### src/rtl/text_banner_gen.sv
// Zoomed text-string overlay over the VGA pixel stream, fed by a 1-cycle synchronous font ROM.
// Outputs are registered and trail pix_x/pix_y by exactly 2 clk; there is no backpressure.
module text_banner_gen #(
    parameter int          N_CHARS      = 4,
    parameter int          SCALE_LOG2   = 3,
    parameter int          X0           = 192,
    parameter int          Y0           = 256,
    parameter int          BLINK_FRAMES = 30,
    parameter logic [2:0]  BG_RGB       = 3'b000,
    localparam int         IW           = (N_CHARS > 1) ? $clog2(N_CHARS) : 1
) (
    input  logic          clk,
    input  logic          reset,
    input  logic [9:0]    pix_x,
    input  logic [9:0]    pix_y,
    input  logic          frame_tick,
    input  logic          color_wr,
    input  logic [2:0]    color_sel,
    input  logic          char_wr,
    input  logic [IW-1:0] char_idx,
    input  logic [6:0]    char_code,
    input  logic          blink_en,
    input  logic          bg_fill,
    output logic [10:0]   rom_addr,
    input  logic [7:0]    font_word,
    output logic          text_on,
    output logic [2:0]    text_rgb
);

    localparam int CELL_W = 8 << SCALE_LOG2;
    localparam int CELL_H = 16 << SCALE_LOG2;
    localparam int BOX_W  = N_CHARS * CELL_W;
    localparam int BW     = (BLINK_FRAMES > 1) ? $clog2(BLINK_FRAMES) : 1;

    logic [6:0]    buf_q [N_CHARS];
    logic [6:0]    buf_d [N_CHARS];
    logic [2:0]    fg_q, fg_d;
    logic [BW-1:0] cnt_q, cnt_d;
    logic          visible_q, visible_d;
    logic          v1_q, v1_d;
    logic          in_box_d1_q, in_box_d1_d;
    logic [2:0]    bit_d1_q, bit_d1_d;
    logic          text_on_q, text_on_d;
    logic [2:0]    text_rgb_q, text_rgb_d;

    logic [11:0]   px, py;
    logic [10:0]   dx, dy, ci_full;
    logic [IW-1:0] ci;
    logic [3:0]    row;
    logic          in_box;
    logic [6:0]    code;
    logic          glyph;
    logic          unused_bits;

    // Stage 0: banner-relative geometry and ROM address
    always_comb begin
        px      = {2'b00, pix_x};
        py      = {2'b00, pix_y};
        dx      = 11'({1'b0, pix_x} - 11'(X0));
        dy      = 11'({1'b0, pix_y} - 11'(Y0));
        in_box  = (px >= 12'(X0)) && (px < 12'(X0 + BOX_W)) &&
                  (py >= 12'(Y0)) && (py < 12'(Y0 + CELL_H));
        ci_full = dx >> (3 + SCALE_LOG2);
        ci      = ci_full[IW-1:0];
        row     = dy[SCALE_LOG2+3:SCALE_LOG2];
        code    = in_box ? buf_q[ci] : 7'h00;
        rom_addr = {code, row};
    end

    assign unused_bits = ^{dy, ci_full};

    always_comb begin
        buf_d = buf_q;
        if (char_wr && (32'(char_idx) < N_CHARS))
            buf_d[char_idx] = char_code;

        fg_d = color_wr ? color_sel : fg_q;

        cnt_d     = cnt_q;
        visible_d = visible_q;
        if (!blink_en) begin
            cnt_d     = '0;
            visible_d = 1'b1;
        end else if (frame_tick) begin
            if (cnt_q == BW'(BLINK_FRAMES - 1)) begin
                cnt_d     = '0;
                visible_d = ~visible_q;
            end else begin
                cnt_d = cnt_q + 1'b1;
            end
        end

        v1_d        = 1'b1;
        in_box_d1_d = in_box;
        bit_d1_d    = dx[SCALE_LOG2+2:SCALE_LOG2];

        // MSB of the font row is the leftmost pixel
        glyph      = font_word[3'd7 - bit_d1_q];
        text_on_d  = 1'b0;
        text_rgb_d = 3'b000;
        if (v1_q && in_box_d1_q && visible_q) begin
            if (glyph) begin
                text_on_d  = 1'b1;
                text_rgb_d = fg_q;
            end else if (bg_fill) begin
                text_on_d  = 1'b1;
                text_rgb_d = BG_RGB;
            end
        end
    end

    always_ff @(posedge clk) begin
        if (!reset) begin
            for (int i = 0; i < N_CHARS; i++) buf_q[i] <= 7'h00;
            fg_q        <= 3'b010;
            cnt_q       <= '0;
            visible_q   <= 1'b1;
            v1_q        <= 1'b0;
            in_box_d1_q <= 1'b0;
            bit_d1_q    <= 3'd0;
            text_on_q   <= 1'b0;
            text_rgb_q  <= 3'b000;
        end else begin
            buf_q       <= buf_d;
            fg_q        <= fg_d;
            cnt_q       <= cnt_d;
            visible_q   <= visible_d;
            v1_q        <= v1_d;
            in_box_d1_q <= in_box_d1_d;
            bit_d1_q    <= bit_d1_d;
            text_on_q   <= text_on_d;
            text_rgb_q  <= text_rgb_d;
        end
    end

    assign text_on  = text_on_q;
    assign text_rgb = text_rgb_q;

endmodule
### config.mk
export PLATFORM = sky130hd
export DESIGN_NAME = text_banner_gen
export DESIGN_NICKNAME = d
export VERILOG_FILES = /design/src/rtl/text_banner_gen.sv
export SDC_FILE = /design/constraint.sdc
export NUM_CORES = 1
export LEC_CHECK = 0
export BUFFER_PORTS_ARGS = -buffer_cell sky130_fd_sc_hd__buf_2
export CAP_MARGIN = 20
export CORE_MARGIN = 8
export CORE_UTILIZATION = 35
export DETAILED_ROUTE_END_ITERATION = 8
export PLACE_DENSITY_LB_ADDON = 0.05
export SLEW_MARGIN = 15
export SYNTH_ARGS = -nofsm -noshare
export SYNTH_HDL_FRONTEND = slang
export SYNTH_SLANG_ARGS = --single-unit
### constraint.sdc
create_clock -name clk -period 1.9 [get_ports clk]
set_clock_uncertainty 0.15 [all_clocks]
set_input_delay 0.38 -clock clk [delete_from_list [all_inputs] [get_ports clk]]
set_output_delay 0.38 -clock clk [all_outputs]
set_load 0.02 [all_outputs]
==> results of run 1 <==
[synth_stat cells, types with 2 or more instances]
master and number:
clkbuf_1 3, buf_4 4, nand3_1 5, dfxtp_1 46, nor3_1 3, mux2i_1 32
ha_1 3, xor2_1 4, and3_1 9, mux4_2 7, inv_1 4, mux2_2 2
nand3b_1 4, nor2_1 34, buf_6 2, nand2_1 6, buf_2 4, and2_1 3
[flip-flops by register name, summed over array words and instances (netlist names)]
signal / cells
v1_q: 1
text_rgb: 3
cnt_q: 5
bit_d1_q: 3
in_box_d1_q: 1
text_on: 1
visible_q: 1
buf_q: 28
fg_q: 3
[per-layer routing]
metal | vias to the layer above | GRT usage [%] | wire, um
li1 | 754 | - | -
met1 | 688 | 12.8 | 1970
met2 | 46 | 20.1 | 2230
met3 | 8 | 5.30 | 415
met4 | 0 | 3.22 | 68
met5 | - | 0 | 0
[power by group through the flow]
stage	Clock [W]	Sequential [W]	Combinational [W]
2_1_floorplan	0	0.00103	0.000144
3_3_place_gp	0	0.00103	0.000218
3_5_place_dp	0	0.00104	0.000223
4_1_cts	0.000734	0.00101	0.000227
5_1_grt	0.000779	0.00102	0.000249
6_report	0.000716	0.00101	0.000224
[worst paths after layout]
check                   start           to  depth (start not counted)
setup / recovery     pix_x[6]  rom_addr[6]                          5
hold / removal        bg_fill      text_on                          3
setup reg to reg  bit_d1_q[0]      text_on                          3
hold reg to reg       fg_q[2]  text_rgb[2]                          2
[stage by stage]
step / total power [W] / util [%] / TNS, ns / cell area [um^2] / hold slack [ns]
after floorplan: 0.00117 / - / -0.272 / 2050 / 0.258
after global placement: 0.00125 / 42.8 / -1.90 / 2370 / 0.284
after detailed placement: 0.00126 / 42.8 / -1.85 / 2370 / 0.286
after CTS: 0.00197 / 45.5 / -1.60 / 2520 / 0.121
after global routing: 0.00205 / 45.6 / -1.83 / 2520 / 0.134
final: 0.00195 / 45.6 / -1.51 / 2520 / 0.126
[cell type report]
class / count / area [um^2]
Inverter: 4 / 15.0
Clock buffer: 5 / 68.8
Fill cell: 551 / 3020
Tap cell: 72 / 90.1
Multi-Input combinational cell: 125 / 1030
Clock inverter: 3 / 40.0
Sequential cell: 46 / 921
Timing Repair Buffer: 58 / 359
[timing repair]
item,4_1_cts,5_1_grt
resized for setup,10,1
pin swaps,5,2
setup endpoints to repair,7,7
hold buffers,0,0
[kinds of logic after synthesis]
logic type,count (synthesis),share of synthesized area (%)
flops,46,45.7
simple gates,70,17.8
xor+xnor,5,2.17
buf+inv,17,4.90
compound gates,6,2.79
fa+ha+maj,3,1.86
mux,41,24.8
[critical path, stage by stage]
cell,delay [ns]
buf_8,0.10
ha_4,0.31
mux4_2,0.51
and3_4,0.19
buf_6,0.12
==> impl_metrics.py, run 1 <==
metrics = {
    "clock_tree": {
        "clk_latency_ns": 0.29,
        "root_buffer": "clkbuf_8",
        "cts_made_buffers": 5,
        "post_cts_buffers": 0,
        "numClockSinks": 46,
        "clk_path_buf_depth": 2,
        "path_clk_slew_ns": 0.08,
        "tritoncts": "yes",
        "cts.htree.levels": 2,
    },
    "synthesis": {
        "seq_area_frac_synth_pct": 45.7,
        "synthFlopType": "dfxtp_1",
        "netlist_instances": 188,
        "synth_top_area_cell": "dfxtp_1",
        "async_reset_ff_share_pct": 0,
        "yosys-top-cells-area": "dfxtp_1, mux2i_1, mux4_2",
        "syn-num-nets": 238,
        "synth_edf_count": 0,
        "synth_seq_cells": 46,
        "ys_warn_count": 0,
        "synth.avg_cell_area_um2": 10.7,
        "ys_types": 31,
        "synth_top_area_share_pct": 45.7,
        "syn_area_um2": 2020,
    },
    "layout": {
        "area_growth_pct": 25.1,
        "antenna_cells": 0,
        "layout_commonest_cell": "dfxtp_1",
        "mostFrequentLayoutCells": "dfxtp_1, buf_2, nor2_1, mux2i_1, buf_4",
        "drive_above_1_share_pct": 34.9,
        "final_nets": 290,
        "final_cells": 313,
    },
    "routing": {
        "routed_wl_mm": 4.68,
        "postRouteAntennaNets": 0,
        "drtIter0Drc": 44,
        "dr_total_vias": 1496,
        "avgViaCountPerCell": 4.78,
        "dr.pass1.iters": 4,
        "drc": 0,
        "wl_per_cell_um": 15.0,
    },
    "worst_setup_path": {
        "crit_fanout": 5,
        "end_kind": "output port",
        "r2r_setup_slack_ns": 0.43,
        "start_kind": "primary input",
        "cp_data_required_time_ns": 1.37,
        "worstPathArrival_ns": 1.62,
        "crit_type": "in -> out",
    },
    "timing": {
        "worst_slack_ns": -0.246,
        "setup-violations-final": 7,
        "min_period_ns": 2.15,
        "tightestPinTransition_ns": 0.306,
        "max_slew_margin_pct": 79.6,
        "clock.fmax_mhz": 466,
        "hold_viol": 0,
        "rsz0062_at_grt": "true",
        "drv_slew": 0,
        "finalCritPeriodShare_pct": 113,
    },
    "floorplanning": {
        "rows": 27,
        "start_util_pct": 36.4,
        "core-area_um2": 5540,
        "die-area_um2": 8450,
        "die_height_um": 91.9,
        "pin_count": 62,
        "fp.dieW_um": 91.9,
    },
    "power": {
        "power_switching_w": 0.000451,
        "peakVddDrop_uv": 285,
        "powerDensity_nw_per_um2": 774,
        "power_frac_clock_pct": 36.6,
        "switching_share_pct": 23.1,
        "p_int_w": 0.00150,
        "leakage_nw": 1.19,
        "seq_power_share_pct": 51.9,
        "power_frac_comb_pct": 11.5,
    },
    "status": {
        "status": "complete, but fails checks",
        "violations": "setup timing",
    },
    "run": {
        "maxCapViolations": 0,
    },
    "global_routing": {
        "grt_first_pass_wirelength_mm": 7.87,
        "grt_usage_pct": 11.8,
        "grt_overflow": 0,
        "grt_max_degree": 31,
        "grt_pass1_vias": 1620,
        "antenna_found_initial": 0,
    },
    "placed_design": {
        "dp.cells": 305,
        "portBuffers": 47,
        "post-place-ws_ns": -0.301,
        "dp_hpwl_mm": 3.59,
        "gp_congestion": 0.725,
    },
    "worst_hold_path": {
        "min_path_type": "in -> reg",
    },
}
No activity file was read; power rests on OpenSTA's default activity.
==> inputs of run 2 (changes only) <==
- CORE_UTILIZATION: 35 -> 47
- CTS_BUF_LIST: unset -> sky130_fd_sc_hd__clkbuf_8
==> run 2 against run 1 <==
  * Sequential power barely moved
  * Register-to-register slack barely moved
  * Clock power fell by 26%
  * Routed wire length fell by 7.0%
  * Highest routed layer unchanged
  * Hold slack improved by 0.011 ns
  * Utilization rose by 13 points
  * Setup slack improved by 0.017 ns
  * The run still ends with setup timing left
  * Final cell count fell by 6.7%
  * Critical path type unchanged
==> impl_metrics.py, run 2 (same netlist as run 1, synthesis figures left out) <==
metrics = {
    "status": {
        "status": "complete, but fails checks",
        "violations": "setup timing",
    },
    "routing": {
        "postRouteAntennaNets": 0,
        "dr_total_vias": 1466,
        "wl_per_cell_um": 14.9,
        "avgViaCountPerCell": 5.02,
        "routed_wl_mm": 4.35,
        "m1WireLength_mm": 1.78,
        "dr_wl_met3_um": 392,
        "dr.pass1.iters": 4,
        "highest_layer": "met4",
        "drtIter0Drc": 33,
        "dr_wl_met2_mm": 2.13,
        "drc": 0,
    },
    "global_routing": {
        "grt_overflow": 0,
        "grt_usage_pct": 13.7,
        "grt_pass1_vias": 1469,
        "antenna_found_initial": 0,
        "grt_max_degree": 31,
        "grt_first_pass_wirelength_mm": 6.99,
    },
    "floorplanning": {
        "rows": 24,
        "start_util_pct": 47.6,
        "die-area_um2": 6640,
        "fp.dieW_um": 81.5,
        "pin_count": 62,
        "core-area_um2": 4230,
        "die_height_um": 81.5,
    },
    "worst_setup_path": {
        "cp_data_required_time_ns": 1.37,
        "cpMostUsedCell": "buf_6",
        "worstPathArrival_ns": 1.60,
        "crit_type": "in -> out",
        "r2r_cells": 4,
        "start_kind": "primary input",
        "max_stage_delay_ns": 0.52,
        "end_kind": "output port",
        "cp_cell_sequence": "buf_6 -> ha_4 -> mux4_2 -> and3_4 -> buf_6",
        "critical_path.slowest_cell": "mux4_2",
        "crit_fanout": 6,
    },
    "timing": {
        "rsz0062_at_grt": "true",
        "holdWs_ns": 0.137,
        "tightestPinTransition_ns": 0.304,
        "hold_viol": 0,
        "worst_slack_ns": -0.229,
        "finalCritPeriodShare_pct": 112,
        "max_slew_margin_pct": 79.7,
        "min_period_ns": 2.13,
        "setup-violations-final": 7,
        "clock.fmax_mhz": 470,
        "drv_slew": 0,
    },
    "power": {
        "p_int_w": 0.00136,
        "leakage_nw": 1.17,
        "power_frac_comb_pct": 12.6,
        "switching_share_pct": 23.2,
        "seq_power_share_pct": 57.3,
        "power_frac_clock_pct": 30.0,
        "peakVddDrop_uv": 455,
        "powerDensity_nw_per_um2": 714,
        "power_switching_w": 0.000410,
    },
    "placed_design": {
        "dp_hpwl_mm": 3.26,
        "portBuffers": 47,
        "gp_congestion": 0.793,
        "dpl-instance-area_um2": 2340,
        "dp.cells": 284,
    },
    "layout": {
        "largest_registers": "buf_q: 28 flops, cnt_q: 5 flops",
        "layout_commonest_cell": "dfxtp_1",
        "antenna_cells": 0,
        "drive_above_1_share_pct": 34.2,
        "regMostFlops": "buf_q",
        "largest_reg_flops": 28,
        "design_area_um2": 2480,
        "final_nets": 290,
        "area_growth_pct": 22.8,
        "final_cells": 292,
        "mostFrequentLayoutCells": "dfxtp_1, buf_2, nor2_1, mux2i_1, buf_4",
        "fillers": 387,
    },
    "clock_tree": {
        "clk_latency_ns": 0.29,
        "numClockSinks": 46,
        "clk_path_buf_depth": 2,
        "cts.htree.levels": 2,
        "cts_hold_buf": 0,
        "root_buffer": "clkbuf_8",
        "tritoncts": "yes",
        "cts_made_buffers": 5,
        "path_clk_slew_ns": 0.08,
    },
    "worst_hold_path": {
        "min_path_type": "in -> reg",
        "whs_path_depth": 2,
    },
    "run": {
        "maxCapViolations": 0,
    },
}
==> run 2: changes by cell type in the layout (fill, tap and decap cells not counted), sizes merged <==
cell / previous run / this run
clkinv: 2 / 0
inv: 4 / 6
bufinv: 1 / 0
==> run 2: cell type report <==
cell class | instances | area [um^2] | share of cell area (%)
multi-input cells | 125 | 1030 | 41.8
flip-flops and latches | 46 | 921 | 37.2
repair buffers | 58 | 365 | 14.7
clock buffers | 5 | 68.8 | 2.78
well taps | 52 | 65.1 | 2.63
inverters | 4 | 15.0 | 0.606
clock inverters | 2 | 7.51 | 0.303
==> run 2: power groups by stage <==
stage	Sequential, W	Combinational (W)	Clock [W]
floorplan	0.00103	0.000144	0
global placement	0.00103	0.000211	0
detailed placement	0.00104	0.000218	0
CTS	0.00101	0.000227	0.000558
global route	0.00102	0.000246	0.000605
finish	0.00101	0.000224	0.000531
==> run 2: repair_timing <==
item / CTS / global route
resized for setup: 14 / 0
setup buffers: 1 / 0
pin swaps: 6 / 1
endpoints found under the setup margin: 7 / 7
endpoints found under the hold margin: 0 / 0
==> run 2: final timing paths <==
kind	to	slack, ns	start
worst max-delay path	rom_addr[6]	-0.23	pix_x[6]
worst min-delay path	visible_q	0.14	blink_en
worst max register to register	text_on	0.43	bit_d1_q[0]
worst min register to register	text_rgb[0]	0.29	fg_q[0]
==> run 2: routing by layer <==
layer | global-route usage, % | vias to the layer above
li1 | - | 750
met1 | 14.4 | 673
met2 | 24.3 | 38
met3 | 5.80 | 5
met4 | 3.75 | 0
met5 | 0 | -
==> run 2: metrics by stage <==
step | total power (W) | TNS (ns) | setup WS, ns | util [%]
6_report | 0.00177 | -1.44 | -0.229 | 58.5
4_1_cts | 0.00180 | -1.55 | -0.245 | 58.5
3_5_place_dp | 0.00125 | -1.95 | -0.324 | 55.3
3_3_place_gp | 0.00124 | -1.82 | -0.307 | 55.3
2_1_floorplan | 0.00117 | -0.272 | -0.0680 | -
5_1_grt | 0.00187 | -1.75 | -0.270 | 58.5
==> run 2: critical path, delay by kind of cell <==
kind                       cells  cell delay, ns
adders and majority gates      1            0.31
and+or+nand+nor                1            0.16
muxes                          1            0.52
buffers and inverters          2            0.22
